[src/rtl/ex_spi_arb_if.sv]
// ex_spi_arb_if: bundles the SPI byte stream, host fx-bus, ex_reg port and
// status signals of ex_spi_arb.
//   slave  : view used by ex_spi_arb
//   master : view used by whoever drives the SPI/host side (and models ex_reg)
// Signal names match the flat ports of the original ex_spi_arb.
interface ex_spi_arb_if;
  // SPI deserializer side
  logic [7:0]  spi_data;
  logic        spi_vld;
  logic        mcu_sel;
  // host fx-bus
  logic [15:0] fx_waddr;
  logic        fx_wr;
  logic [7:0]  fx_data;
  logic        fx_rd;
  logic [15:0] fx_raddr;
  logic [7:0]  fx_q;
  // ex_reg port
  logic [15:0] reg_waddr;
  logic        reg_wr;
  logic [7:0]  reg_data;
  logic        reg_rd;
  logic [15:0] reg_raddr;
  logic [7:0]  reg_q;
  // status
  logic        stat_clr;
  logic        spi_busy;
  logic        spi_err;
  logic        spi_ovf;
  logic [7:0]  frm_cnt;

  modport slave (
    input  spi_data, spi_vld, mcu_sel,
    input  fx_waddr, fx_wr, fx_data, fx_rd, fx_raddr,
    output fx_q,
    output reg_waddr, reg_wr, reg_data, reg_rd, reg_raddr,
    input  reg_q,
    input  stat_clr,
    output spi_busy, spi_err, spi_ovf, frm_cnt
  );

  modport master (
    output spi_data, spi_vld, mcu_sel,
    output fx_waddr, fx_wr, fx_data, fx_rd, fx_raddr,
    input  fx_q,
    input  reg_waddr, reg_wr, reg_data, reg_rd, reg_raddr,
    output reg_q,
    output stat_clr,
    input  spi_busy, spi_err, spi_ovf, frm_cnt
  );
endinterface

[src/rtl/ex_spi_arb.sv]
// ex_spi_arb: parses 4-byte MCU SPI write frames (CMD_WR, addr_hi, addr_lo,
// data) and merges them with host fx-bus writes onto the single ex_reg write
// port. Host writes always win; one completed SPI frame is held in a
// one-deep buffer until a host-free cycle. Reads pass straight through.
// Ports:
//   clk_sys : system clock
//   rst     : synchronous reset, active-high
//   bus     : ex_spi_arb_if.slave (SPI stream, fx-bus, ex_reg port, status)
module ex_spi_arb #(
  parameter int unsigned TMO_CYC = 1024,
  parameter logic [7:0]  CMD_WR  = 8'hA5
) (
  input  logic         clk_sys,
  input  logic         rst,
  ex_spi_arb_if.slave  bus
);

  localparam int unsigned TW = (TMO_CYC > 2) ? $clog2(TMO_CYC) : 1;
  localparam logic [TW-1:0] TMO_LAST = TW'(TMO_CYC - 1);

  typedef enum logic [1:0] {S_CMD, S_AH, S_AL, S_DT} state_t;

  state_t        state_q, state_d;
  logic [TW-1:0] timer_q, timer_d;
  logic [15:0]   addr_q, addr_d;
  logic [23:0]   buf_q, buf_d;
  logic          pend_q, pend_d;
  logic [7:0]    cnt_q, cnt_d;
  logic          err_q, err_d;
  logic          ovf_q, ovf_d;
  logic          reg_wr_q, reg_wr_d;
  logic [15:0]   reg_waddr_q, reg_waddr_d;
  logic [7:0]    reg_data_q, reg_data_d;

  logic byte_ok;
  logic drain;
  logic frame_done;
  logic err_set;
  logic ovf_set;

  // Read path: no arbitration
  assign bus.reg_rd    = bus.fx_rd;
  assign bus.reg_raddr = bus.fx_raddr;
  assign bus.fx_q      = bus.reg_q;

  assign byte_ok = bus.spi_vld & bus.mcu_sel;
  // Buffer empties into ex_reg whenever the host is not writing
  assign drain   = pend_q & ~bus.fx_wr;

  always_comb begin
    state_d     = state_q;
    timer_d     = timer_q;
    addr_d      = addr_q;
    buf_d       = buf_q;
    pend_d      = pend_q;
    cnt_d       = cnt_q;
    frame_done  = 1'b0;
    err_set     = 1'b0;
    ovf_set     = 1'b0;
    reg_wr_d    = 1'b0;
    reg_waddr_d = reg_waddr_q;
    reg_data_d  = reg_data_q;

    // Parser and inter-byte timeout
    if (state_q == S_CMD) begin
      timer_d = '0;
      if (byte_ok) begin
        if (bus.spi_data == CMD_WR) begin
          state_d = S_AH;
        end else begin
          err_set = 1'b1;
        end
      end
    end else if (byte_ok) begin
      // A byte in the timeout cycle wins over the timeout
      timer_d = '0;
      case (state_q)
        S_AH: begin
          addr_d[15:8] = bus.spi_data;
          state_d      = S_AL;
        end
        S_AL: begin
          addr_d[7:0] = bus.spi_data;
          state_d     = S_DT;
        end
        default: begin
          frame_done = 1'b1;
          state_d    = S_CMD;
        end
      endcase
    end else if (timer_q == TMO_LAST) begin
      err_set = 1'b1;
      state_d = S_CMD;
      timer_d = '0;
    end else begin
      timer_d = timer_q + 1'b1;
    end

    // One-deep buffer: a slot frees up in the same cycle it drains
    if (drain) begin
      pend_d = 1'b0;
    end
    if (frame_done) begin
      if (!pend_q || drain) begin
        buf_d  = {addr_q, bus.spi_data};
        pend_d = 1'b1;
        cnt_d  = cnt_q + 8'd1;
      end else begin
        ovf_set = 1'b1;
      end
    end

    // Write arbitration, host first
    if (bus.fx_wr) begin
      reg_wr_d    = 1'b1;
      reg_waddr_d = bus.fx_waddr;
      reg_data_d  = bus.fx_data;
    end else if (pend_q) begin
      reg_wr_d    = 1'b1;
      reg_waddr_d = buf_q[23:8];
      reg_data_d  = buf_q[7:0];
    end

    // Sticky flags: a set event beats a simultaneous clear
    err_d = err_set | (err_q & ~bus.stat_clr);
    ovf_d = ovf_set | (ovf_q & ~bus.stat_clr);
  end

  always_ff @(posedge clk_sys) begin
    if (rst) begin
      state_q     <= S_CMD;
      timer_q     <= '0;
      addr_q      <= '0;
      buf_q       <= '0;
      pend_q      <= 1'b0;
      cnt_q       <= '0;
      err_q       <= 1'b0;
      ovf_q       <= 1'b0;
      reg_wr_q    <= 1'b0;
      reg_waddr_q <= '0;
      reg_data_q  <= '0;
    end else begin
      state_q     <= state_d;
      timer_q     <= timer_d;
      addr_q      <= addr_d;
      buf_q       <= buf_d;
      pend_q      <= pend_d;
      cnt_q       <= cnt_d;
      err_q       <= err_d;
      ovf_q       <= ovf_d;
      reg_wr_q    <= reg_wr_d;
      reg_waddr_q <= reg_waddr_d;
      reg_data_q  <= reg_data_d;
    end
  end

  assign bus.reg_wr    = reg_wr_q;
  assign bus.reg_waddr = reg_waddr_q;
  assign bus.reg_data  = reg_data_q;
  assign bus.spi_busy  = (state_q != S_CMD) | pend_q;
  assign bus.spi_err   = err_q;
  assign bus.spi_ovf   = ovf_q;
  assign bus.frm_cnt   = cnt_q;

endmodule

[src/flat_wrapper.sv]
// flat-port wrapper written by rule: the top's interface ports become plain ports
module ex_spi_arb_flat 
#(
  parameter int unsigned TMO_CYC = 1024,
  parameter logic [7:0]  CMD_WR  = 8'hA5
)
  (clk_sys, rst, bus_spi_data, bus_spi_vld, bus_mcu_sel, bus_fx_waddr, bus_fx_wr, bus_fx_data, bus_fx_rd, bus_fx_raddr, bus_fx_q, bus_reg_waddr, bus_reg_wr, bus_reg_data, bus_reg_rd, bus_reg_raddr, bus_reg_q, bus_stat_clr, bus_spi_busy, bus_spi_err, bus_spi_ovf, bus_frm_cnt);
  ex_spi_arb_if bus_i ();
  input  logic clk_sys;
  input  logic rst;
  input wire logic [$bits(bus_i.spi_data)-1:0] bus_spi_data;
  input wire logic [$bits(bus_i.spi_vld)-1:0] bus_spi_vld;
  input wire logic [$bits(bus_i.mcu_sel)-1:0] bus_mcu_sel;
  input wire logic [$bits(bus_i.fx_waddr)-1:0] bus_fx_waddr;
  input wire logic [$bits(bus_i.fx_wr)-1:0] bus_fx_wr;
  input wire logic [$bits(bus_i.fx_data)-1:0] bus_fx_data;
  input wire logic [$bits(bus_i.fx_rd)-1:0] bus_fx_rd;
  input wire logic [$bits(bus_i.fx_raddr)-1:0] bus_fx_raddr;
  output wire logic [$bits(bus_i.fx_q)-1:0] bus_fx_q;
  output wire logic [$bits(bus_i.reg_waddr)-1:0] bus_reg_waddr;
  output wire logic [$bits(bus_i.reg_wr)-1:0] bus_reg_wr;
  output wire logic [$bits(bus_i.reg_data)-1:0] bus_reg_data;
  output wire logic [$bits(bus_i.reg_rd)-1:0] bus_reg_rd;
  output wire logic [$bits(bus_i.reg_raddr)-1:0] bus_reg_raddr;
  input wire logic [$bits(bus_i.reg_q)-1:0] bus_reg_q;
  input wire logic [$bits(bus_i.stat_clr)-1:0] bus_stat_clr;
  output wire logic [$bits(bus_i.spi_busy)-1:0] bus_spi_busy;
  output wire logic [$bits(bus_i.spi_err)-1:0] bus_spi_err;
  output wire logic [$bits(bus_i.spi_ovf)-1:0] bus_spi_ovf;
  output wire logic [$bits(bus_i.frm_cnt)-1:0] bus_frm_cnt;
  assign bus_i.spi_data = bus_spi_data;
  assign bus_i.spi_vld = bus_spi_vld;
  assign bus_i.mcu_sel = bus_mcu_sel;
  assign bus_i.fx_waddr = bus_fx_waddr;
  assign bus_i.fx_wr = bus_fx_wr;
  assign bus_i.fx_data = bus_fx_data;
  assign bus_i.fx_rd = bus_fx_rd;
  assign bus_i.fx_raddr = bus_fx_raddr;
  assign bus_fx_q = bus_i.fx_q;
  assign bus_reg_waddr = bus_i.reg_waddr;
  assign bus_reg_wr = bus_i.reg_wr;
  assign bus_reg_data = bus_i.reg_data;
  assign bus_reg_rd = bus_i.reg_rd;
  assign bus_reg_raddr = bus_i.reg_raddr;
  assign bus_i.reg_q = bus_reg_q;
  assign bus_i.stat_clr = bus_stat_clr;
  assign bus_spi_busy = bus_i.spi_busy;
  assign bus_spi_err = bus_i.spi_err;
  assign bus_spi_ovf = bus_i.spi_ovf;
  assign bus_frm_cnt = bus_i.frm_cnt;
  ex_spi_arb #(.TMO_CYC(TMO_CYC), .CMD_WR(CMD_WR)) u_core (.clk_sys(clk_sys), .rst(rst), .bus(bus_i));
endmodule
[config.mk]
export PLATFORM = sky130hd
export DESIGN_NAME = ex_spi_arb_flat
export DESIGN_NICKNAME = d
export VERILOG_FILES = /design/src/rtl/ex_spi_arb_if.sv /design/src/rtl/ex_spi_arb.sv /design/src/flat_wrapper.sv
export SDC_FILE = /design/constraint.sdc
export NUM_CORES = 1
export LEC_CHECK = 0
export CORE_MARGIN = 2
export CORE_UTILIZATION = 35
export DETAILED_ROUTE_END_ITERATION = 10
export SYNTH_ARGS = -nofsm -noshare
export SYNTH_HDL_FRONTEND = slang
export SYNTH_SLANG_ARGS = --single-unit
[constraint.sdc]
create_clock -name clk_sys -period 2.16 [get_ports clk_sys]
set_clock_uncertainty 0.05 [all_clocks]
set_input_delay 0.216 -clock clk_sys [delete_from_list [all_inputs] [get_ports clk_sys]]
set_output_delay 0.216 -clock clk_sys [all_outputs]
set_load 0.02 [all_outputs]
## After elaboration in Yosys (flattened, before gate mapping)

Cells that the tools add are included.

- Muxes and demuxes: 25
- Reductions and logical operators: 12
- Eq/ne operators: 6
- Bitwise gates (word level): 10
- Add/subtract/negate cells: 2

Operators by type and width:

| operator | number |
|---|---|
| 16-bit two-way mux | 2 |
| 8-bit two-way mux | 2 |
| 1-bit two-way mux | 15 |
| 10-bit by 1-bit adder with 10-bit output (second input constant) | 1 |
| 10-bit equality test (second input constant) | 1 |
| 2-bit two-way mux | 5 |
| 3-bit AND reduction | 3 |
| 8-bit by 1-bit adder with 8-bit output (second input constant) | 1 |
| 8-bit equality test (second input constant) | 1 |
| 2-bit nonzero test | 3 |
| 1-bit bitwise AND | 4 |
| 2-bit one-hot mux with 2 select lines | 1 |
| 4-bit OR reduction | 1 |
| 1-bit NOT | 3 |
| 1-bit OR | 3 |
| 2-bit by 1-bit equality test with 1-bit output (second input constant) | 1 |
| 2-bit equality test (second input constant) | 1 |
| 2-bit zero test | 1 |
| 2-bit by 1-bit != test with 1-bit output (second input constant) | 1 |
| 2-bit != test (second input constant) | 1 |
| 2-bit AND reduction | 1 |
| 2-bit OR reduction | 1 |
| 1-bit zero test | 1 |
| 1-bit logical OR | 1 |

- Register bits: 88
- Input port bits: 63
- Logic and storage cells: 67
- Output and inout port bits: 61

## Logic depth before layout (Yosys ltp)

Gate-level depths: netlist of run 1.

- Depth after elaboration: 7
- Gate-level depth with buffers: 7
- Mapped depth without buffers: 6

## Least setup slack after synthesis of run 1

OpenSTA, ideal clock, no wires.

- Path type: reg-to-reg
- Start point: register u_core.state_q[0]
- End point: register u_core.cnt_q[7] (netlist: u_core.bus.frm_cnt[7])
- Cell stages (with the launch flop): 7
- Arrival: 1.723 ns
- Buffers on the path: 0
- Required time: 2.040 ns
- Setup slack: 0.316 ns
- Clock period less this slack: 1.844 ns
- Setup time: 0.070 ns
- Path through: dfxtp_1 -> inv_1 -> ha_1 -> and4bb_4 -> nand2_4 -> or4_1 -> a21oi_1

- Word-level cells in the longest chain between the ends: 6
- Elaborated cells on any way between the ends: 8

RTL lines:

| what | RTL line | RTL |
|---|---|---|
| start: declaration | ex_spi_arb.sv:23 | `state_t state_q, state_d;` |
| start signal: assignment | ex_spi_arb.sv:143 | `state_q <= state_d;` |
| 2-bit equality test or 2-bit by 1-bit equality test with 1-bit output (tied branches) | ex_spi_arb.sv:77 | `case (state_q)` |
| 2-bit OR reduction (no source line) | - |  |
| 1-bit two-way mux | ex_spi_arb.sv:77 |  |
| 1-bit two-way mux | ex_spi_arb.sv:74 | `end else if (byte_ok) begin` |
| 1-bit two-way mux (*) | ex_spi_arb.sv:65 | `if (state_q == S_CMD) begin` |
| 2-bit AND reduction (no source line) (*) | - |  |
| end signal: assignment | ex_spi_arb.sv:148 | `cnt_q <= cnt_d;` |
| end: declaration | ex_spi_arb.sv:28 | `logic [7:0] cnt_q, cnt_d;` |

Mark *: on every way between the ends. The rest lies on a longest branch, timed or not.
A chain may end at the register's enable or synchronous reset.

## Final worst setup path of run 1

- Start point: register u_core.state_q[1]
- End point: register u_core.cnt_q[7] (netlist: u_core.bus.frm_cnt[7])

The elaborated chain is that of the path after synthesis.

==> key figures, run 1 <==
Outcome
  • Outcome: complete, no violations

Min path
  • Worst hold path type: in -> reg
  • Worst Hold End: u_core.bus.reg_waddr[3]
  • Hold_sp: rst
  • Worst Hold Depth: 2

GRT
  • Largest net degree at the start of global routing: 50
  • Total global-route track usage: 15.0%
  • Grt ovf: 0
  • Vias in the first global route: 3003
  • Initial antenna violation count: 0
  • First-pass GRT wire length: 14000 um

Setup path
  • Crit path max-delay family: simple AND/OR/NAND/NOR gates
  • Crit path DAT: 2180 ps
  • Crit-path cells: inv_1, ha_1, and4bb_4, nand2_4, or4_1, a21oi_1
  • FF-to-FF End: u_core.bus.frm_cnt[7]
  • Reg2Reg Depth: 6
  • Flop2flop setup slack: 210 ps
  • Startpoint Class: flop
  • Worst r2r src: u_core.state_q[1]
  • Crit path max fanout: 6
  • WP data required: 2390 ps
  • Kind of critical path: reg -> reg
  • Slowest stage cell, crit path: or4_1
  • Crit end category: flop
  • Worst Path Buf+Inv: 1
  • Biggest cell delay along the critical path: 460 ps

Detailed routing
  • Highest Signal Layer: met4
  • Final ANT Viol Nets: 0
  • Vias/cell: 4.82
  • Routed WL per cell: 13.1 um
  • Vias: 3102
  • Initial DRC count: 124
  • DRT met1 WL: 3830 um
  • Drt total wl: 8430 um
  • Wire length on met3: 400 um
  • Routed length on met2: 4070 um
  • Number of iterations in the first detailed-routing pass: 4
  • Remaining DRCs: 0

Yosys
  • Synth Instances: 463
  • Syn_area_per_cell: 8.17 um^2
  • Compound-Gate Fraction of Synth Area: 11.1%
  • Syn Nets: 531
  • Post-synthesis adder-cell area fraction: 1.65%
  • Synth warn: 0
  • Flops & latches, synth: 88
  • Main combinational cell family by area after synthesis: simple AND/OR/NAND/NOR gates
  • XOR/XNOR share of the synthesized area: 3.24%
  • Post-synthesis mux area share: 6.35%
  • Synth cell types: 36
  • Sequential area share after synthesis: 46.5%
  • Post-Synth Simple-Gate Area: 22.4%
  • Cell area after synthesis: 3780 um^2

STA
  • Normalized max-slew margin: 66.6%
  • RSZ-0062 raised after global routing: no
  • Setup ws final: 206 ps
  • Setup tns final: 0 ps
  • Min cycle time layout: 1950 ps
  • Slew @ Worst Pin: 501 ps
  • Final hold violation count: 0
  • Fin crit share: 90.5%
  • Highest clock rate: 512 MHz
  • Final setup vio count: 0
  • Final Max Tran Viols: 0

Layout
  • Fill cell count: 1061
  • Area growth syn-to-layout: 23.7%
  • Final-stage net count: 571
  • Share of cells above drive strength 1: 6.30%
  • Ant. Diodes: 0
  • Finished Layout Cells: 644

Power
  • Comb pwr share: 8.5%
  • Int Pwr: 2.44 mW
  • Clock power frac: 39.1%
  • Sw power: 734 uW
  • Power density over the cells: 679 nW/um^2
  • Net Sw Frac: 23.1%
  • Final Power: 3.18 mW
  • Flop pwr share: 52.3%
  • Worst VDD drop: 0.305 mV
  • Leakage power: 1.58 nW

Clock tree
  • CTS buffer count: 9
  • Clock Pin Slew Worst Setup and Hold Paths: 90 ps
  • Setup Buffers After CTS: 0
  • Max Root-Sink Buffers: 2
  • CTS H-tree lvls: 3
  • Clk_lat worst skew: 350 ps
  • CTS root buffer: clkbuf_8
  • CTS tree: built
  • Sink Count: 88

Placement
  • I/O Buffers: 73
  • HPWL Detailed: 5980 um
  • Dpl cells: 628
  • Post-placement worst setup slack: 223 ps
  • GPL Wtd Cong: 0.794

Floorplanning
  • Die H: 108 um
  • Core ar.: 10400 um^2
  • Rows: 37
  • I/O pin cnt: 124
  • Starting Density: 36.3%
  • Die footprint: 11700 um^2
  • Die W: 108 um

Job
  • Max-cap violations: 0
[power groups by stage]
| stage | Combinational, mW | Sequential, mW | Clock [mW] |
|---|---|---|---|
| after floorplan | 0.157 | 1.73 | 0 |
| after global placement | 0.272 | 1.70 | 0 |
| after detailed placement | 0.273 | 1.70 | 0 |
| after CTS | 0.275 | 1.66 | 1.29 |
| after global routing | 0.297 | 1.67 | 1.34 |
| final | 0.271 | 1.66 | 1.24 |
[kinds of logic after synthesis]
group                    Yosys count
AO/OA/AOI/OAI                     79
XOR/XNOR                          14
adder cells (fa/ha/maj)            5
buffers and inverters             60
flip-flops                        88
multiplexers                      24
AND/OR/NAND/NOR                  193
[cell usage in the layout, fill, tap and decap left out, drive strengths merged, types with 2 or more instances in the layout]
master         synthesis  layout
xnor2                  6       6
a21oi                 70      70
nor4bb                 2       2
clkdlybuf4s50          0      70
nand3                 19      19
nand4                  6       6
bufinv                 0       2
inv                    6       7
mux2i                 24      24
a31oi                  2       2
buf                   35      12
ha                     5       5
clkbuf                19      10
clkinvlp               0       2
dfxtp                 88      88
and4                   2       2
a21boi                 2       2
xor2                   8       8
and3                   3       3
nand2                 78      78
and2                   3       3
nor3                   2       2
nor2                  71      71
[state kept, by name, summed over array words and instances, names as in the netlist, 2 cells and up]
register and flops:
u_core.buf_q 24, u_core.addr_q 16, u_core.bus.reg_waddr 16, u_core.timer_q 10, u_core.bus.frm_cnt 8, u_core.bus.reg_data 8
u_core.state_q 2
[area by class of cell]
| cell class | instances | area, um^2 | area share [%] |
|---|---|---|---|
| Tap cell | 136 | 170 | 3.63 |
| Timing Repair Buffer | 83 | 811 | 17.3 |
| Clock buffer | 10 | 128 | 2.73 |
| Clock inverter | 6 | 92.6 | 1.98 |
| Multi-Input combinational cell | 315 | 1700 | 36.2 |
| Sequential cell | 88 | 1760 | 37.7 |
| Inverter | 6 | 22.5 | 0.481 |
[stage by stage]
stage          hold WS, ps  instance area, um^2  utilization, %
4_1_cts                163                 4680            44.9
3_3_place_gp           382                 4460            42.8
3_5_place_dp           382                 4460            42.8
2_1_floorplan          302                 3780               -
5_1_grt                179                 4680            44.9
6_report               173                 4680            44.9
[worst max path at each step]
| stage | end | cells after the start | from |
|---|---|---|---|
| 2_1_floorplan | u_core.bus.frm_cnt[7] | 6 | u_core.state_q[0] |
| 3_3_place_gp | u_core.timer_q[3] | 5 | bus_spi_vld |
| 3_5_place_dp | u_core.timer_q[4] | 5 | bus_spi_vld |
| 4_1_cts | bus_spi_busy | 5 | u_core.state_q[0] |
| 5_1_grt | u_core.bus.frm_cnt[7] | 6 | u_core.state_q[0] |
| 6_report | u_core.bus.frm_cnt[7] | 6 | u_core.state_q[1] |
[per-layer routing]
metal | global-route usage, % | vias up
li1 | - | 1593
met1 | 18.8 | 1430
met2 | 25.3 | 58
met3 | 2.77 | 21
met4 | 6.23 | 0
met5 | 0 | -
[what timing repair did]
| item | 4_1_cts | 5_1_grt |
|---|---|---|
| resized for setup | 0 | 1 |
| setup endpoints to repair | 0 | 1 |
| hold buffers | 0 | 0 |
[cell usage after synthesis, drive strengths merged]
library cell | count | area (um^2)
and2 | 3 | 18.8
o31a | 1 | 8.76
nand2b | 1 | 6.26
inv | 6 | 22.5
a22oi | 1 | 7.51
or3 | 1 | 11.3
nand4 | 6 | 37.5
mux2i | 24 | 240
and4bb | 1 | 16.3
o21ai | 1 | 5.00
nand3 | 19 | 95.1
buf | 35 | 234
nor4bb | 2 | 20.0
clkbuf | 19 | 71.3
nor2b | 1 | 6.26
o31ai | 1 | 7.51
xnor2 | 6 | 52.6
and4 | 2 | 17.5
a21oi | 70 | 354
or4 | 1 | 7.51
a32o | 1 | 10.0
and3 | 3 | 18.8
nor2 | 71 | 267
nor3 | 2 | 10.0
or2 | 1 | 6.26
nand4bb | 1 | 11.3
nand2 | 78 | 300
a21boi | 2 | 15.0
ha | 5 | 62.6
dfxtp | 88 | 1760
xor2 | 8 | 70.1
a31oi | 2 | 12.5
No activity file was read; power rests on OpenSTA's default activity.
==> inputs of run 2 (changes only) <==
clock period = 2.45 ns   (was 2.16 ns; I/O delays follow)
==> run 2 against run 1 <==
Effect of this change:
- critical path depth stayed put
- first-iteration DRC count fell by 3.2%
- clock power shrank 12%
- largest power group unchanged
- register-to-register slack improved by 130 ps
- total power fell by 12%
- via count is 0.13% higher
- cell area shrank 1.3%
- sequential cell count did not move
==> key figures, run 2 (same netlist as run 1, synthesis figures left out) <==
Outcome
  • Outcome: complete, no violations (unchanged)

Clock tree
  • Setup Buffers After CTS: 0 (unchanged)
  • CTS tree: built (unchanged)
  • Sink Count: 88 (unchanged)
  • Clock Pin Slew Worst Setup and Hold Paths: 80 ps (was 90 ps)
  • CTS root buffer: clkbuf_8 (unchanged)
  • CTS buffer count: 9 (unchanged)
  • Post-CTS Hold Fix Bufs: 0 (unchanged)
  • Max Root-Sink Buffers: 2 (unchanged)
  • Clk_lat worst skew: 350 ps (about the same)
  • Quantity of gates resized following cts: 0 (unchanged)
  • CTS H-tree lvls: 3 (unchanged)

Min path
  • Worst Hold Depth: 2 (unchanged)
  • Hold_sp: rst (unchanged)
  • Worst Hold End: u_core.bus.frm_cnt[6] (was u_core.bus.reg_waddr[3])
  • Worst hold path type: in -> reg (unchanged)

Setup path
  • Flop2flop setup slack: 330 ps (was 210 ps)
  • Biggest cell delay along the critical path: 510 ps (was 460 ps)
  • Crit path depth: 6 (unchanged)
  • Crit path max-delay family: simple AND/OR/NAND/NOR gates (unchanged)
  • Worst Path Buf+Inv: 1 (unchanged)
  • Startpoint Class: flop (unchanged)
  • FF-to-FF End: u_core.bus.frm_cnt[7] (unchanged)
  • Setup crit start: u_core.state_q[0] (was u_core.state_q[1])
  • Reg2Reg Depth: 6 (unchanged)
  • Slowest stage cell, crit path: or4_1 (unchanged)
  • WP data required: 2690 ps (was 2390 ps)
  • Crit end category: flop (unchanged)
  • Crit path max fanout: 27 (was 6)
  • Crit-path cells: inv_1, ha_1, and4bb_4, nand2_4, or4_1, a21oi_1 (unchanged)
  • Worst r2r src: u_core.state_q[0] (was u_core.state_q[1])
  • Crit path DAT: 2350 ps (was 2180 ps)
  • Kind of critical path: reg -> reg (unchanged)

STA
  • RSZ-0062 raised after global routing: no (unchanged)
  • Min cycle time layout: 2120 ps (was 1950 ps)
  • Highest clock rate: 472 MHz (was 512 MHz)
  • WHS: 208 ps (was 173 ps)
  • Setup ws final: 333 ps (was 206 ps)
  • Final hold violation count: 0 (unchanged)
  • Fin crit share: 86.4% (was 90.5%)
  • Slew @ Worst Pin: 656 ps (was 501 ps)
  • Setup tns final: 0 ps (unchanged)
  • Final setup vio count: 0 (unchanged)
  • Normalized max-slew margin: 56.2% (was 66.6%)
  • Final Max Tran Viols: 0 (unchanged)

Floorplanning
  • Rows: 37 (unchanged)
  • Core ar.: 10400 um^2 (unchanged)
  • Starting Density: 36.3% (unchanged)
  • Die W: 108 um (unchanged)
  • I/O pin cnt: 124 (unchanged)
  • Die footprint: 11700 um^2 (unchanged)
  • Die H: 108 um (unchanged)

Detailed routing
  • Remaining DRCs: 0 (unchanged)
  • Routed WL per cell: 13.4 um (was 13.1 um)
  • Initial DRC count: 120 (was 124)
  • Vias: 3106 (was 3102)
  • Final ANT Viol Nets: 0 (unchanged)
  • Drt total wl: 8580 um (was 8430 um)
  • Vias/cell: 4.86 (was 4.82)
  • Number of iterations in the first detailed-routing pass: 4 (unchanged)

Placement
  • Placed inst area: 4410 um^2 (was 4460 um^2)
  • GPL Wtd Cong: 0.762 (was 0.794)
  • Post-placement worst setup slack: 338 ps (was 223 ps)
  • I/O Buffers: 73 (unchanged)
  • HPWL Detailed: 5890 um (was 5980 um)

Layout
  • Ant. Diodes: 0 (unchanged)
  • Share of cells above drive strength 1: 5.17% (was 6.30%)
  • Final Cell Area: 4620 um^2 (was 4680 um^2)
  • Fill cell count: 1052 (was 1061)
  • Most flop-heavy register: u_core.buf_q (unchanged)
  • Commonest non-fill, non-tap cells in the layout: dfxtp_1 (87), nand2_1 (77), nor2_1 (71), clkdlybuf4s50_1 (71), a21oi_1 (69) (was dfxtp_1 (87), nand2_1 (77), nor2_1 (71))
  • Max FFs per register: 24 (unchanged)
  • Commonest non-fill, non-tap cell in the layout: dfxtp_1 (unchanged)
  • Final-stage net count: 566 (was 571)
  • Area growth syn-to-layout: 22.1% (was 23.7%)

GRT
  • Total global-route track usage: 14.9% (was 15.0%)
  • Initial antenna violation count: 0 (unchanged)
  • First-pass GRT wire length: 13900 um (was 14000 um)
  • Vias in the first global route: 2961 (was 3003)
  • Largest net degree at the start of global routing: 66 (was 50)
  • Grt ovf: 0 (unchanged)

Power
  • Power density over the cells: 603 nW/um^2 (was 679 nW/um^2)
  • Worst VDD drop: 0.272 mV (was 0.305 mV)
  • Final Power: 2.79 mW (was 3.18 mW)
  • Leakage power: 1.54 nW (was 1.58 nW)

Job
  • Max-cap violations: 0 (unchanged)
run 2: cell count changes in the layout (fill, tap and decap cells not counted), sizes merged:
cell	delta
inv	-1
clkinv	+1
dlymetal6s2s	-1
buf	-5
clkdlybuf4s50	+1
clkinvlp	-1
clkbuf	+1
run 2: layout make-up:
type                    instances  area [um^2]  share of cell area [%]
multi-input cells             315         1700                    36.7
repair buffers                 78          758                    16.4
clock buffers                  11          131                    2.84
inverters                       6         22.5                   0.487
clock inverters                 5         81.3                    1.76
flip-flops and latches         88         1760                    38.1
well taps                     136          170                    3.68
run 2: worst max-delay path by stage:
stage	slack, ps	end
5_1_grt	230	u_core.bus.frm_cnt[7]
2_1_floorplan	610	u_core.bus.frm_cnt[7]
6_report	330	u_core.bus.frm_cnt[7]
3_3_place_gp	400	u_core.bus.frm_cnt[7]
4_1_cts	310	bus_spi_busy
3_5_place_dp	340	u_core.bus.frm_cnt[7]
run 2: worst reg2reg max path: cells and delay by family (launching register included):
family,cells,cell delay (ps)
adders and majority gates,1,320
AOI/OAI and AO/OA,1,140
and+or+nand+nor,3,1100
DFF,1,370
buffers and inverters,1,90
run 2: metrics by stage:
stage          cells  utilization, %
6_report         639            44.4
5_1_grt          639            44.4
4_1_cts          639            44.4
3_5_place_dp     623            42.3
3_3_place_gp     623            42.3
2_1_floorplan    463               -
run 2: layer usage:
metal  global-route usage, %  vias to the layer above  share of wire, %
met5                       0                        -                 0
met4                    6.32                        0               1.6
met3                    2.89                       24               4.9
met2                    25.1                       63                48
met1                    18.7                     1430                45
li1                        -                     1589                 -
run 2: where the power goes:
part / leakage (nW) / internal (mW) / total (mW) / switching (mW)
sequential: 0.714 / 1.45 / 1.46 / 0.0120
clock: 0.104 / 0.576 / 1.09 / 0.510
combinational: 0.722 / 0.118 / 0.236 / 0.118
total: 1.54 / 2.15 / 2.79 / 0.640
==> inputs of run 3 (changes only) <==
ABC_AREA = 1   (was not set)
CAP_MARGIN = 20   (was not set)
==> run 3 against run 2 <==
Effect of this change:
- cell count grew 14%
- synthesized cell count grew 17%
- register-to-register slack gained 210 ps
- total power grew 12%
- clock-buffer cell count shrank 2
- sequential power is essentially flat
- combinational power grew 14%
- core utilization grew 0.33 points
- critical path depth shrank 2
- via count grew 8.5%
- sequential share of layout area shrank 2.1 points
==> key figures, run 3 <==
Floorplanning
  • Starting Density: 36.3% (about the same)
  • Die W: 110 um (was 108 um)
  • Core ar.: 10900 um^2 (was 10400 um^2)
  • I/O pin cnt: 124 (unchanged)
  • Die H: 110 um (was 108 um)
  • Rows: 38 (was 37)
  • Die footprint: 12200 um^2 (was 11700 um^2)

Yosys
  • Most numerous cell in the Yosys netlist: nand2_1 (was dfxtp_1)
  • Main flop type after synthesis: dfxtp_1 (unchanged)
  • Synth Instances: 541 (was 463)
  • Commonest cells in the netlist: nand2_1 (112), dfxtp_1 (88), inv_1 (84) (was dfxtp_1 (88), nand2_1 (77), nor2_1 (71))
  • Most area-consuming cells after synthesis: dfxtp_1 (44%), nand2_1 (11%), inv_1 (7.9%) (was dfxtp_1 (47%), a21oi_1 (9.1%), nand2_1 (7.6%))
  • Syn Nets: 609 (was 531)
  • Synth top area share: 44.4% (was 46.5%)
  • Post-synth EDFFs: 0 (unchanged)
  • Synth cell types: 30 (was 36)
  • Syn_area_per_cell: 7.34 um^2 (was 8.17 um^2)
  • Flops & latches, synth: 88 (unchanged)
  • Sequential area share after synthesis: 44.4% (was 46.5%)
  • Synth area leader: dfxtp_1 (unchanged)
  • Cell area after synthesis: 3970 um^2 (was 3780 um^2)
  • Asr flop ratio synth: 0% (unchanged)
  • Synth warn: 0 (unchanged)

GRT
  • Largest net degree at the start of global routing: 57 (was 66)
  • Total global-route track usage: 15.0% (was 14.9%)
  • First-pass GRT wire length: 15200 um (was 13900 um)
  • Initial antenna violation count: 0 (unchanged)
  • Grt ovf: 0 (unchanged)
  • Vias in the first global route: 3222 (was 2961)

Setup path
  • Slowest stage cell, crit path: clkdlybuf4s50_1 (was or4_1)
  • Crit end category: primary output (was flop)
  • Kind of critical path: reg -> out (was reg -> reg)
  • Crit path max fanout: 5 (was 27)
  • Flop2flop setup slack: 540 ps (was 330 ps)
  • Startpoint Class: flop (unchanged)
  • Biggest cell delay along the critical path: 600 ps (was 510 ps)
  • Worst Path Buf+Inv: 2 (was 1)
  • WP data required: 2150 ps (was 2690 ps)
  • Crit-path cells: inv_1, ha_1, nand2_1, clkdlybuf4s50_1 (was inv_1, ha_1, and4bb_4, nand2_4, or4_1, a21oi_1)
  • Crit path DAT: 1740 ps (was 2350 ps)
  • Crit path max-delay family: buffers and inverters (was simple AND/OR/NAND/NOR gates)

Detailed routing
  • Final ANT Viol Nets: 0 (unchanged)
  • Vias/cell: 4.64 (was 4.86)
  • Routed WL per cell: 12.3 um (was 13.4 um)
  • Remaining DRCs: 0 (unchanged)
  • Vias: 3370 (was 3106)
  • Initial DRC count: 159 (was 120)
  • Drt total wl: 8970 um (was 8580 um)
  • Number of iterations in the first detailed-routing pass: 4 (unchanged)

STA
  • Normalized max-slew margin: 60.2% (was 56.2%)
  • WHS: 401 ps (was 208 ps)
  • RSZ-0062 raised after global routing: no (unchanged)
  • Final Max Tran Viols: 0 (unchanged)
  • Min cycle time layout: 2040 ps (was 2120 ps)
  • Highest clock rate: 490 MHz (was 472 MHz)
  • Final setup vio count: 0 (unchanged)
  • Slew @ Worst Pin: 595 ps (was 656 ps)
  • Setup tns final: 0 ps (unchanged)
  • Fin crit share: 83.2% (was 86.4%)
  • Final hold violation count: 0 (unchanged)

Power
  • Power density over the cells: 639 nW/um^2 (was 603 nW/um^2)
  • Sw power: 736 uW (was 640 uW)
  • Clock power frac: 44.4% (was 39.0%)
  • Net Sw Frac: 23.6% (was 23.0%)
  • Leakage power: 1.97 nW (was 1.54 nW)
  • Final Power: 3.13 mW (was 2.79 mW)
  • Comb pwr share: 8.6% (was 8.5%)
  • Int Pwr: 2.39 mW (was 2.15 mW)
  • Worst VDD drop: 0.315 mV (was 0.272 mV)
  • Flop pwr share: 47.0% (was 52.6%)

Clock tree
  • Post-CTS Hold Fix Bufs: 0 (unchanged)
  • Max Root-Sink Buffers: 2 (unchanged)
  • CTS H-tree lvls: 3 (unchanged)
  • Sink Count: 88 (unchanged)
  • Clk_lat worst skew: 340 ps (was 350 ps)
  • CTS root buffer: clkbuf_16 (was clkbuf_8)
  • CTS tree: built (unchanged)
  • Clock Pin Slew Worst Setup and Hold Paths: 60 ps (was 80 ps)
  • Quantity of gates resized following cts: 0 (unchanged)
  • CTS buffer count: 9 (unchanged)
  • Setup Buffers After CTS: 0 (unchanged)

Layout
  • Final core occ: 44.7% (was 44.4%)
  • Ant. Diodes: 0 (unchanged)
  • Area growth syn-to-layout: 23.2% (was 22.1%)
  • Commonest non-fill, non-tap cell in the layout: nand2_1 (was dfxtp_1)
  • Max FFs per register: 24 (unchanged)
  • Share of cells above drive strength 1: 7.16% (was 5.17%)
  • Final-stage net count: 650 (was 566)
  • Most flop-heavy register: u_core.buf_q (unchanged)
  • Commonest non-fill, non-tap cells in the layout: nand2_1 (112), dfxtp_1 (88), inv_1 (84) (was dfxtp_1 (87), nand2_1 (77), nor2_1 (71), clkdlybuf4s50_1 (71), a21oi_1 (69))
  • Fill cell count: 1111 (was 1052)

Min path
  • Worst hold path type: reg -> reg (was in -> reg)

Outcome
  • Outcome: complete, no violations (unchanged)

Placement
  • GPL Wtd Cong: 0.809 (was 0.762)
  • HPWL Detailed: 6320 um (was 5890 um)
  • I/O Buffers: 73 (unchanged)

Job
  • Max-cap violations: 0 (unchanged)
-- run 3: final cells by class --
class | instances | area [um^2] | share of cell area (%)
clock buffer | 9 | 225 | 4.61
clock inverter | 7 | 78.8 | 1.61
inverter | 89 | 337 | 6.89
multi-input combinational | 315 | 1540 | 31.4
sequential | 88 | 1760 | 36.0
tap | 140 | 175 | 3.58
timing repair buffer | 79 | 776 | 15.9
-- run 3: cells by family after synthesis --
family	after synthesis	synth area share, %
adders and majority gates	5	1.58
xor gates and xnor gates	2	0.441
DFF	88	44.4
and+or+nand+nor	189	20.0
AOI/OAI and AO/OA	119	16.7
buffers and inverters	138	16.9
-- run 3: worst paths after layout --
| kind | from | cells past startpoint | to |
|---|---|---|---|
| setup / recovery | u_core.state_q[0] | 4 | bus_spi_busy |
| hold / removal | u_core.buf_q[19] | 2 | u_core.buf_q[19] |
| setup reg to reg | u_core.state_q[0] | 8 | u_core.buf_q[0] |
| hold reg to reg | u_core.buf_q[19] | 2 | u_core.buf_q[19] |
-- run 3: routing by layer --
metal / track usage [%] / part of all wire (%) / vias up
met1: 19.0 / 47 / 1517
met3: 4.34 / 4.9 / 8
li1: - / - / 1761
met2: 24.3 / 47 / 84
met4: 5.33 / 1.1 / 0
met5: 0 / 0 / -
-- run 3: tightest hold or removal path, cell delays in order, from the launching register on --
cell and delay, ps:
dfxtp_1 300, inv_1 60, a21oi_1 50
-- run 3: through the flow --
step / instance area [um^2] / setup WS [ps] / instances
after CTS: 4890 / 414 / 727
after global routing: 4890 / 337 / 727
after global placement: 4580 / 507 / 711
after floorplan: 3970 / 901 / 541
final: 4890 / 411 / 727
after detailed placement: 4580 / 450 / 711
-- run 3: power by group through the flow --
stage / logic (mW) / registers, mW / clock network, mW
after floorplan: 0.160 / 1.53 / 0
after global placement: 0.268 / 1.50 / 0
after detailed placement: 0.270 / 1.50 / 0
after CTS: 0.271 / 1.47 / 1.43
after global routing: 0.295 / 1.47 / 1.49
final: 0.268 / 1.47 / 1.39
